`src/rtl/systolic_feeder.sv`:
```
// Operand sequencer for an NxN systolic matmul array: captures A/B on start,
// clears the accumulators, then streams diagonally skewed rows/columns with zero padding.
module systolic_feeder_lane #(
    parameter int N    = 4,
    parameter int DW   = 8,
    parameter int TW   = 4,
    parameter int LANE = 0
) (
    input  logic [N-1:0][DW-1:0] vec,
    input  logic [TW-1:0]        t,
    output logic [DW-1:0]        elem
);
    // Lane LANE carries element k at step t = LANE + k; every other step is padding.
    always_comb begin
        elem = '0;
        for (int k = 0; k < N; k++)
            if (int'(t) == LANE + k) elem = vec[k];
    end
endmodule

module systolic_feeder #(
    parameter int N      = 4,
    parameter int DW     = 8,
    parameter int PE_LAT = 1
) (
    input  logic                       clk,
    input  logic                       rst,
    input  logic                       start,
    input  logic [N-1:0][N-1:0][DW-1:0] A_mat,
    input  logic [N-1:0][N-1:0][DW-1:0] B_mat,
    output logic [N-1:0][DW-1:0]       A_out,
    output logic [N-1:0][DW-1:0]       B_out,
    output logic                       clr_pe,
    output logic                       busy,
    output logic                       done
);
    localparam int FEED_LEN = 3 * N - 2;
    localparam int TW       = $clog2(FEED_LEN);
    localparam int DCW      = (PE_LAT > 1) ? $clog2(PE_LAT) : 1;

    typedef enum logic [2:0] {IDLE, CLEAR, FEED, DRAIN, DONE} state_t;

    state_t                       state;
    logic [N-1:0][N-1:0][DW-1:0]  a_cap, b_cap, b_cols;
    logic [TW-1:0]                t, t_nxt;
    logic [DCW-1:0]               dcnt;
    logic [N-1:0][DW-1:0]         a_lane, b_lane;

    // Outputs are registered, so lanes look up the step being loaded, not the current one.
    assign t_nxt = (state == CLEAR) ? '0 : t + 1'b1;

    for (genvar i = 0; i < N; i++) begin : g_lane
        for (genvar k = 0; k < N; k++) begin : g_col
            assign b_cols[i][k] = b_cap[k][i];
        end
        systolic_feeder_lane #(.N(N), .DW(DW), .TW(TW), .LANE(i)) u_a (
            .vec(a_cap[i]), .t(t_nxt), .elem(a_lane[i]));
        systolic_feeder_lane #(.N(N), .DW(DW), .TW(TW), .LANE(i)) u_b (
            .vec(b_cols[i]), .t(t_nxt), .elem(b_lane[i]));
    end

    always_ff @(posedge clk) begin
        if (rst) begin
            state  <= IDLE;
            t      <= '0;
            dcnt   <= '0;
            A_out  <= '0;
            B_out  <= '0;
            clr_pe <= 1'b0;
            busy   <= 1'b0;
            done   <= 1'b0;
        end else begin
            clr_pe <= 1'b0;
            done   <= 1'b0;
            A_out  <= '0;
            B_out  <= '0;
            case (state)
                IDLE: if (start) begin
                    a_cap  <= A_mat;
                    b_cap  <= B_mat;
                    state  <= CLEAR;
                    clr_pe <= 1'b1;
                    busy   <= 1'b1;
                end
                CLEAR: begin
                    state <= FEED;
                    t     <= '0;
                    A_out <= a_lane;
                    B_out <= b_lane;
                end
                FEED: begin
                    if (t == TW'(FEED_LEN - 1)) begin
                        if (PE_LAT == 0) begin
                            state <= DONE;
                            done  <= 1'b1;
                        end else begin
                            state <= DRAIN;
                            dcnt  <= '0;
                        end
                    end else begin
                        t     <= t_nxt;
                        A_out <= a_lane;
                        B_out <= b_lane;
                    end
                end
                DRAIN: begin
                    if (dcnt == DCW'(PE_LAT - 1)) begin
                        state <= DONE;
                        done  <= 1'b1;
                    end else begin
                        dcnt <= dcnt + 1'b1;
                    end
                end
                DONE: begin
                    state <= IDLE;
                    busy  <= 1'b0;
                    t     <= '0;
                end
                default: begin
                    state <= IDLE;
                    busy  <= 1'b0;
                end
            endcase
        end
    end
endmodule

```
`config.mk`:
```
export PLATFORM = sky130hd
export DESIGN_NAME = systolic_feeder
export DESIGN_NICKNAME = d
export VERILOG_FILES = /design/src/rtl/systolic_feeder.sv
export SDC_FILE = /design/constraint.sdc
export NUM_CORES = 1
export LEC_CHECK = 0
export CAP_MARGIN = 20
export CORE_ASPECT_RATIO = 0.8
export CORE_MARGIN = 4
export CORE_UTILIZATION = 52
export DETAILED_ROUTE_END_ITERATION = 6
export PLACE_DENSITY_LB_ADDON = 0.15
export SYNTH_ARGS = -nofsm -noshare
export SYNTH_HDL_FRONTEND = slang
export SYNTH_SLANG_ARGS = --single-unit
```
`constraint.sdc`:
```
create_clock -name clk -period 21.7 [get_ports clk]
set_input_delay 4.34 -clock clk [delete_from_list [all_inputs] [get_ports clk]]
set_output_delay 4.34 -clock clk [all_outputs]
set_load 0.02 [all_outputs]
```
; After elaboration in Yosys (flattened, before gate mapping)
; Cells that the tools add are included.
[op_classes]
shifts = 0
n_bitwise = 4
n_addsub = 2
order_cmp = 0
eq_ne = 15
n_mul = 0
n_mux = 50
div = 0
reduce_logical = 13
[op_table]
columns = cell, count
row1 = $mux W8, 32
row2 = $pmux W32 S2, 2
row3 = $mux W32, 2
row4 = $eq A4 B4 Y1 const B, 4
row5 = $pmux W3 S4, 1
row6 = $mux W3, 3
row7 = $eq A4 B3 Y1 const B, 2
row8 = $mux W4, 2
row9 = $ne A2 B2 Y1 const B, 4
row10 = $pmux W4 S2, 1
row11 = $eq A3 B2 Y1 const B, 2
row12 = $reduce_and A2 Y1, 3
row13 = $reduce_and A3 Y1, 2
row14 = $reduce_or A2 Y1, 3
row15 = $mux W1, 5
row16 = $add A4 B1 Y4 const B, 1
row17 = $eq A4 B2 Y1 const B, 1
row18 = $logic_not A4 Y1, 1
row19 = $not A1 Y1, 4
row20 = $pmux W1 S2, 2
row21 = $reduce_bool A2 Y1, 2
row22 = $eq A3 B1 Y1 const B, 1
row23 = $eq A3 B3 Y1 const B, 1
row24 = $logic_not A3 Y1, 1
row25 = 2 further kinds, 2
[totals]
romBits = 0
ff_bits = 331
latchBits = 0
mem_bits_rw = 0
wordCells = 130
out_inout_bits = 67
input_bits = 259
memories = 0

; Depth between registers and ports, before layout
; Gate-level depths: netlist of the first run.
[logic_depth]
word_depth = 9
depth_mapped = 9
ltp_nobuf = 7

; Cells and area by module
; Synthesis of the first run repeated with hierarchy kept, for this count alone.
[unflattened]
cells_unflattened = 730
area_unflattened_um2 = 12459.4
[by_module_without_submodules]
columns = mod, cells_each, seq_area_each_um2, area_per_inst_um2, instances
row1 = systolic_feeder, 458, 9168.8, 10380.0, 1
row2 = systolic_feeder_lane (g_lane[3].u_a ...), 38, 0.0, 289.0, 2
row3 = systolic_feeder_lane (g_lane[2].u_a ...), 30, 0.0, 265.3, 2
row4 = systolic_feeder_lane (g_lane[0].u_a ...), 30, 0.0, 250.2, 2
row5 = systolic_feeder_lane (g_lane[1].u_a ...), 38, 0.0, 235.2, 2

; Least setup slack after synthesis of the first run
; OpenSTA, ideal clock, no wires.
[synth_timing]
path_kind = input to register
start = input rst
end = register a_cap[0] (netlist bit), enable pin
arrival_time_ns = 10.477
cell_stages = 2
required_time_ns = 21.048
path_buffers = 0
setup_ns = 0.652
slack_ns = 10.571
path_cell_list = nor2_1 > and3_1
[synth_between]
elab_chain_len = 2
[synth_rtl]
columns = element, line
row1 = from (decl), 27  ; input logic rst,
row2 = $not A1 Y1 (no line), --
row3 = $reduce_and A3 Y1 (no line), --
row4 = to (signal assigned), 79  ; a_cap <= A_mat;
row5 = to (decl), 44  ; logic [N-1:0][N-1:0][DW-1:0] a_cap, b_cap, b_cols;
; No other way between the ends.
; A chain may end at the register's enable or synchronous reset.

; Worst setup path in the final report of the first run
[layout_timing]
start = input rst
end = register a_cap[78] (netlist bit), enable pin
; The elaborated chain is that of the path after synthesis.

==> results of run 1 <==
-- layout make-up --
type / instances / area share (%)
Inverter: 20 / 0.459
Clock inverter: 12 / 0.535
Antenna cell: 4 / 0.0612
Clock buffer: 46 / 5.27
Tap cell: 306 / 2.34
Multi-Input combinational cell: 371 / 14.8
Timing Repair Buffer: 339 / 20.5
Sequential cell: 330 / 56.0
-- cells by family after synthesis --
family | Yosys count | share of synthesized area (%)
AO/OA/AOI/OAI | 241 | 14.6
flip-flops | 330 | 77.2
buffers and inverters | 73 | 2.63
adder cells (fa/ha/maj) | 2 | 0.211
XOR/XNOR | 3 | 0.221
AND/OR/NAND/NOR | 125 | 5.09
-- per-stage QoR --
step	total power, mW	hold WS, ns
floorplan	0.813	0.462
CTS	1.39	0.499
global placement	0.886	0.468
finish	1.38	0.494
global route	1.43	0.518
detailed placement	0.889	0.484
-- registers in the layout (all words and copies together) (netlist names) --
register / count
A_out: 32
B_out: 32
a_cap: 128
b_cap: 128
busy: 1
clr_pe: 1
done: 1
state: 3
t: 4
-- cell usage after synthesis, types with 2 or more instances --
library cell and count:
o21a_1 17, nand3_1 3, ha_1 2, o221a_2 28
or2_2 2, nor3_2 2, nor3_1 7, o21ai_0 84
a21oi_1 20, buf_2 13, buf_4 2, a22o_1 16
and3_1 4, clkbuf_1 35, dfxtp_1 74, inv_1 19
nand2b_1 2, buf_6 2, o221a_1 4, nand2_1 6
nand4_1 16, edfxtp_1 256, a32oi_1 16, xnor2_1 2
a221oi_1 16, a22oi_1 34, nor2_1 72, and2_1 2
-- how the worst max path moves through the flow --
stage	end	slack, ns	depth (start not counted)
2_1_floorplan	a_cap[0]	10.57	2
3_5_place_dp	a_cap[44]	13.90	5
4_1_cts	a_cap[79]	14.48	5
3_3_place_gp	a_cap[64]	13.98	5
5_1_grt	a_cap[86]	14.19	5
6_report	a_cap[78]	14.42	5
-- per-layer routing --
| layer | vias to the layer above | routed length, um |
|---|---|---|
| li1 | 3671 | - |
| met1 | 3751 | 12600 |
| met2 | 344 | 14600 |
| met3 | 59 | 2530 |
| met4 | 4 | 902 |
| met5 | - | 27 |
-- power by group through the flow --
stage                     Clock, mW  Sequential [mW]  Combinational (mW)
after floorplan                   0            0.753              0.0600
after global placement            0            0.741               0.145
after detailed placement          0            0.742               0.148
after CTS                     0.514            0.728               0.149
after global routing          0.542            0.731               0.161
final                         0.506            0.728               0.148
-- worst register-to-register path: stages, from the launching register on --
cell	delay, ns
dfxtp_1	0.61
ha_1	0.74
inv_1	0.57
nor3_2	0.26
buf_4	0.27
nand2_1	0.48
o221a_2	0.51
==> flow_metrics.env, run 1 <==
export IMPL_synthCells=774
export IMPL_htree_num_levels=1
export IMPL_coreArea_um2=22400
export IMPL_critPathCaptureType="register"
export IMPL_comb_power_share_pct=10.7
export IMPL_regArea_um2=9170
export IMPL_path_cells="clkdlybuf4s50_1, nor2_1, and3_4, buf_4, buf_4"
export IMPL_worstSkewPairLatency_ns=0.55
export IMPL_synth_enable_flop_cells=256
export IMPL_clk_pin_slew_ns=0.06
export IMPL_design_area_um2=16400
export IMPL_ys_flop_type="edfxtp_1"
export IMPL_cts_inserted_buffers=31
export IMPL_r2r_end="A_out[17]"
export IMPL_synth_top_area_share_pct=64.8
export IMPL_synth_area_um2=11900
export IMPL_dp_cells=1366
export IMPL_switchingPower_mw=0.305
export IMPL_io_buffers=325
export IMPL_hold_path_class="register to register"
export IMPL_finalClockSkew_ns=0.0129
export IMPL_crit_path_start="rst"
export IMPL_die_area_um2=25300
export IMPL_yosysWarnings=0
export IMPL_fin_nets=1354
export IMPL_multiInputGateArea_um2=2420
export IMPL_place_area_um2=15400
export IMPL_synth_seq_cells=330
export IMPL_holdPathEnd="A_out[11]"
export IMPL_critPathMaxFanout=81
export IMPL_finalHoldViolations=0
export IMPL_synthTopCellsByArea="edfxtp_1 (65%), dfxtp_1 (12%), o21ai_0 (3.5%)"
export IMPL_cts_tree="built"
export IMPL_die_w_um=177
export IMPL_drt_total_wl_um=30600
export IMPL_yosysTopAreaCell="edfxtp_1"
export IMPL_grt_pass1_wl_um=45600
export IMPL_row_count=49
export IMPL_syn_nets=1035
export IMPL_finalSetupTns_ns=0
export IMPL_start_util_pct=52.9
export IMPL_crit_top_cell="buf_4"
export IMPL_grt_util_met2_pct=37.5
export IMPL_mostFrequentLayoutCells="clkdlybuf4s50_1 (325), edfxtp_1 (256), o21ai_0 (84)"
export IMPL_instances_no_fill=1428
export IMPL_final_common_cell="clkdlybuf4s50_1"
export IMPL_maxSlewViolCount=0
export IMPL_critPathArrivalTime_ns=7.45
export IMPL_vias=7829
export IMPL_first_pass_iters=5
export IMPL_crit_required_ns=21.87
export IMPL_r2r_start="t[0]"
export IMPL_gp_congestion=0.802
export IMPL_globalRouteTotalUtil_pct=23.4
export IMPL_tightest_slew_ns=1.03
export IMPL_dp_hpwl_um=20400
export IMPL_outcome="complete, no violations"
export IMPL_cts_sinks=330
export IMPL_die_h_um=143
export IMPL_clockBufferDepth=3
export IMPL_cpMaxStageDelayCell="buf_4"
export IMPL_grt_pass1_vias=7835
export IMPL_cp_top_family="buffers and inverters"
export IMPL_fill_cells=1490
export IMPL_max_freq_mhz=137
export IMPL_rsz0062_at_grt="no"
export IMPL_met3_usage_pct=6.30
export IMPL_place_ws_ns=13.90
export IMPL_ys_types=46
export IMPL_finalCritPeriodShare_pct=33.5
export IMPL_setup_viol=0
export IMPL_yosysSeqAreaShare_pct=77.2
export IMPL_grt_util_met1_pct=32.0
export IMPL_drcViolationCount=0
export IMPL_ir_worst_vdd_uv=70.3
export IMPL_grt_start_max_net_pins=82
export IMPL_worstSetupPathType="input pin to register"
export IMPL_drt_initial_drc_count=695
export IMPL_antenna_left=0
export IMPL_maxSlewHeadroom_pct=31.1
export IMPL_p_clk_share_pct=36.6
export IMPL_pwr_share_seq_pct=52.7
export IMPL_viasPerCell=5.48
export IMPL_area_delta_synth_final_pct=37.9
export IMPL_wl_per_cell_um=21.4
export IMPL_p_int_mw=1.08
export IMPL_postCtsHoldBufs=0
export IMPL_hold_start="a_cap[59]"
export IMPL_layout_min_cycle_time_ns=7.28
export IMPL_grt_overflow_total=0
export IMPL_max_cap_violations=0
export IMPL_cp_slowest_stage_delay_ns=0.89
export IMPL_avgSynthCellArea_um2=15.3
export IMPL_async_flop_share_pct=0
export IMPL_fin_ws_ns=14.42
export IMPL_power_density_nw_per_um2=84.4
export IMPL_p_leak_nw=5.64
export IMPL_post_cts_buffers=0
export IMPL_switching_share_pct=22.1
export IMPL_ff2ff_path_depth=6
export IMPL_cts_resized_gates=0
export IMPL_finish_utilization_pct=72.9
export IMPL_grt_busiest_layer="met2"
export IMPL_antenna_found_initial=6
export IMPL_clockRootBuffer="clkbuf_16"
export IMPL_critPathLaunchType="input pin"
export IMPL_layout_drive_gt1_share_pct=9.12
export IMPL_crit_buf_inv=3
export IMPL_reg2reg_setup_slack_ns=18.16
export IMPL_io_pin_count=326
export IMPL_holdPathStages=2
(Power assumes the default switching activity.)
==> run 2: changes to the inputs <==
CORE_UTILIZATION = 43   (was 52)
clock period = 6.3 ns   (was 21.7 ns; I/O delays follow)
==> run 2 against run 1 <==
- final area increased by 1.4%
- critical path depth increased by 1
- utilization down 12 points
- sequential share of layout area shrank 0.75 points
- clock skew down 0.0046 ns
- flip-flop and latch count unchanged
- wire length is 2.2% higher
- die area up 20%
- hold slack better by 0.00063 ns
- register-to-register slack got worse by 15 ns
- cell count grew 4.1%
==> flow_metrics.env, run 2 (same netlist as run 1, synthesis figures left out) <==
export IMPL_cts_tree="built"
export IMPL_critPathLaunchType="register"
export IMPL_max_freq_mhz=276
export IMPL_finalSetupTns_ns=0
export IMPL_cp_slowest_stage_delay_ns=0.81
export IMPL_whs_ns=0.495
export IMPL_r2r_start="t[0]"
export IMPL_cts_resized_gates=0
export IMPL_drt_initial_drc_count=511
export IMPL_clockRootBuffer="clkbuf_16"
export IMPL_maxSlewHeadroom_pct=32.3
export IMPL_mostFrequentLayoutCells="clkdlybuf4s50_1 (325), edfxtp_1 (256), o21ai_0 (84)"
export IMPL_reg2reg_setup_slack_ns=2.67
export IMPL_die_h_um=157
export IMPL_p_leak_nw=5.70
export IMPL_row_count=54
export IMPL_first_pass_iters=5
export IMPL_grt_start_max_net_pins=121
export IMPL_ff2ff_path_depth=6
export IMPL_crit_required_ns=6.69
export IMPL_io_pin_count=326
export IMPL_layout_drive_gt1_share_pct=9.46
export IMPL_cpMaxStageDelayCell="nor3_2"
export IMPL_post_cts_buffers=0
export IMPL_rsz0062_at_grt="no"
export IMPL_place_area_um2=15500
export IMPL_htree_num_levels=2
export IMPL_critPathCaptureType="register"
export IMPL_outcome="complete, no violations"
export IMPL_hold_start="b_cap[110]"
export IMPL_die_area_um2=30300
export IMPL_layout_min_cycle_time_ns=3.63
export IMPL_gp_congestion=0.921
export IMPL_finalHoldViolations=0
export IMPL_crit_buf_inv=1
export IMPL_antenna_left=0
export IMPL_area_delta_synth_final_pct=39.7
export IMPL_cts_inserted_buffers=34
export IMPL_viasPerCell=5.28
export IMPL_dp_cells=1422
export IMPL_final_common_cell="clkdlybuf4s50_1"
export IMPL_ir_worst_vdd_uv=200
export IMPL_wl_per_cell_um=21.0
export IMPL_instances_no_fill=1487
export IMPL_grt_overflow_total=0
export IMPL_drt_total_wl_um=31300
export IMPL_clockBufferDepth=3
export IMPL_tightest_slew_ns=1.01
export IMPL_cts_sinks=330
export IMPL_critPathMaxFanout=39
export IMPL_path_cells="ha_1, nor3_2, buf_4, nand3_1, o21ai_0, nor2_1"
export IMPL_dp_hpwl_um=20900
export IMPL_cp_num_cells=6
export IMPL_cp_top_family="simple AND/OR/NAND/NOR gates"
export IMPL_r2r_end="A_out[1]"
export IMPL_worstSetupPathType="register to register"
export IMPL_power_density_nw_per_um2=299
export IMPL_setup_viol=0
export IMPL_worstSkewPairLatency_ns=0.50
export IMPL_grt_pass1_vias=7809
export IMPL_finalCritPeriodShare_pct=57.6
export IMPL_antenna_found_initial=4
export IMPL_io_buffers=325
export IMPL_coreArea_um2=27200
export IMPL_globalRouteTotalUtil_pct=19.6
export IMPL_vias=7851
export IMPL_die_w_um=194
export IMPL_finalClockSkew_ns=0.00835
export IMPL_maxSlewViolCount=0
export IMPL_max_cap_violations=0
export IMPL_fin_nets=1356
export IMPL_drcViolationCount=0
export IMPL_clk_pin_slew_ns=0.06
export IMPL_holdPathEnd="B_out[14]"
export IMPL_postCtsHoldBufs=0
export IMPL_grt_pass1_wl_um=46200
export IMPL_top_regs="a_cap (128), b_cap (128)"
export IMPL_holdPathStages=2
export IMPL_design_area_um2=16600
export IMPL_critPathArrivalTime_ns=4.02
export IMPL_hold_path_class="register to register"
export IMPL_start_util_pct=43.6
[run 2: worst max path at each step]
stage / to / startpoint / slack (ns)
after CTS: A_out[1] / t[0] / 2.63
after detailed placement: A_out[1] / t[0] / 2.64
after global routing: B_out[1] / t[0] / 2.41
after floorplan: a_cap[0] / rst / 1.24
final: A_out[1] / t[0] / 2.67
after global placement: a_cap[98] / rst / 2.71
[run 2: where the power goes]
part / switching [mW] / internal, mW
Sequential: 0.0321 / 2.48
Clock: 0.802 / 1.14
Combinational: 0.264 / 0.250
[run 2: final cells by class]
type                            instances  area [um2]
Fill cell                            2108       10600
Sequential cell                       330        9170
Timing Repair Buffer                  338        3390
Multi-Input combinational cell        371        2420
Clock buffer                           47         951
Tap cell                              364         455
Clock inverter                         14         121
Inverter                               20        75.1
Antenna cell                            3        7.51
[run 2: per-layer routing]
metal  global-route usage (%)  vias to the layer above  part of all wire, %
met1                     27.3                     3774                   43
met3                     4.63                       56                  8.0
met4                     5.53                        4                  1.9
met5                        0                        -                0.067
met2                     31.5                      346                   47
li1                         -                     3671                    -
[run 2: stage by stage]
stage          utilization, %  setup WS [ns]  power [mW]
6_report                 60.9           2.67        4.96
4_1_cts                  60.9           2.63        5.01
5_1_grt                  60.9           2.41        5.16
3_3_place_gp             56.9           2.71        3.07
3_5_place_dp             56.9           2.64        3.07
2_1_floorplan               -           1.24        2.79
[run 2: worst min-delay path, stage by stage (launching register included)]
cell and delay, ns:
edfxtp_1 0.31, o21ai_0 0.07, nor2_1 0.07
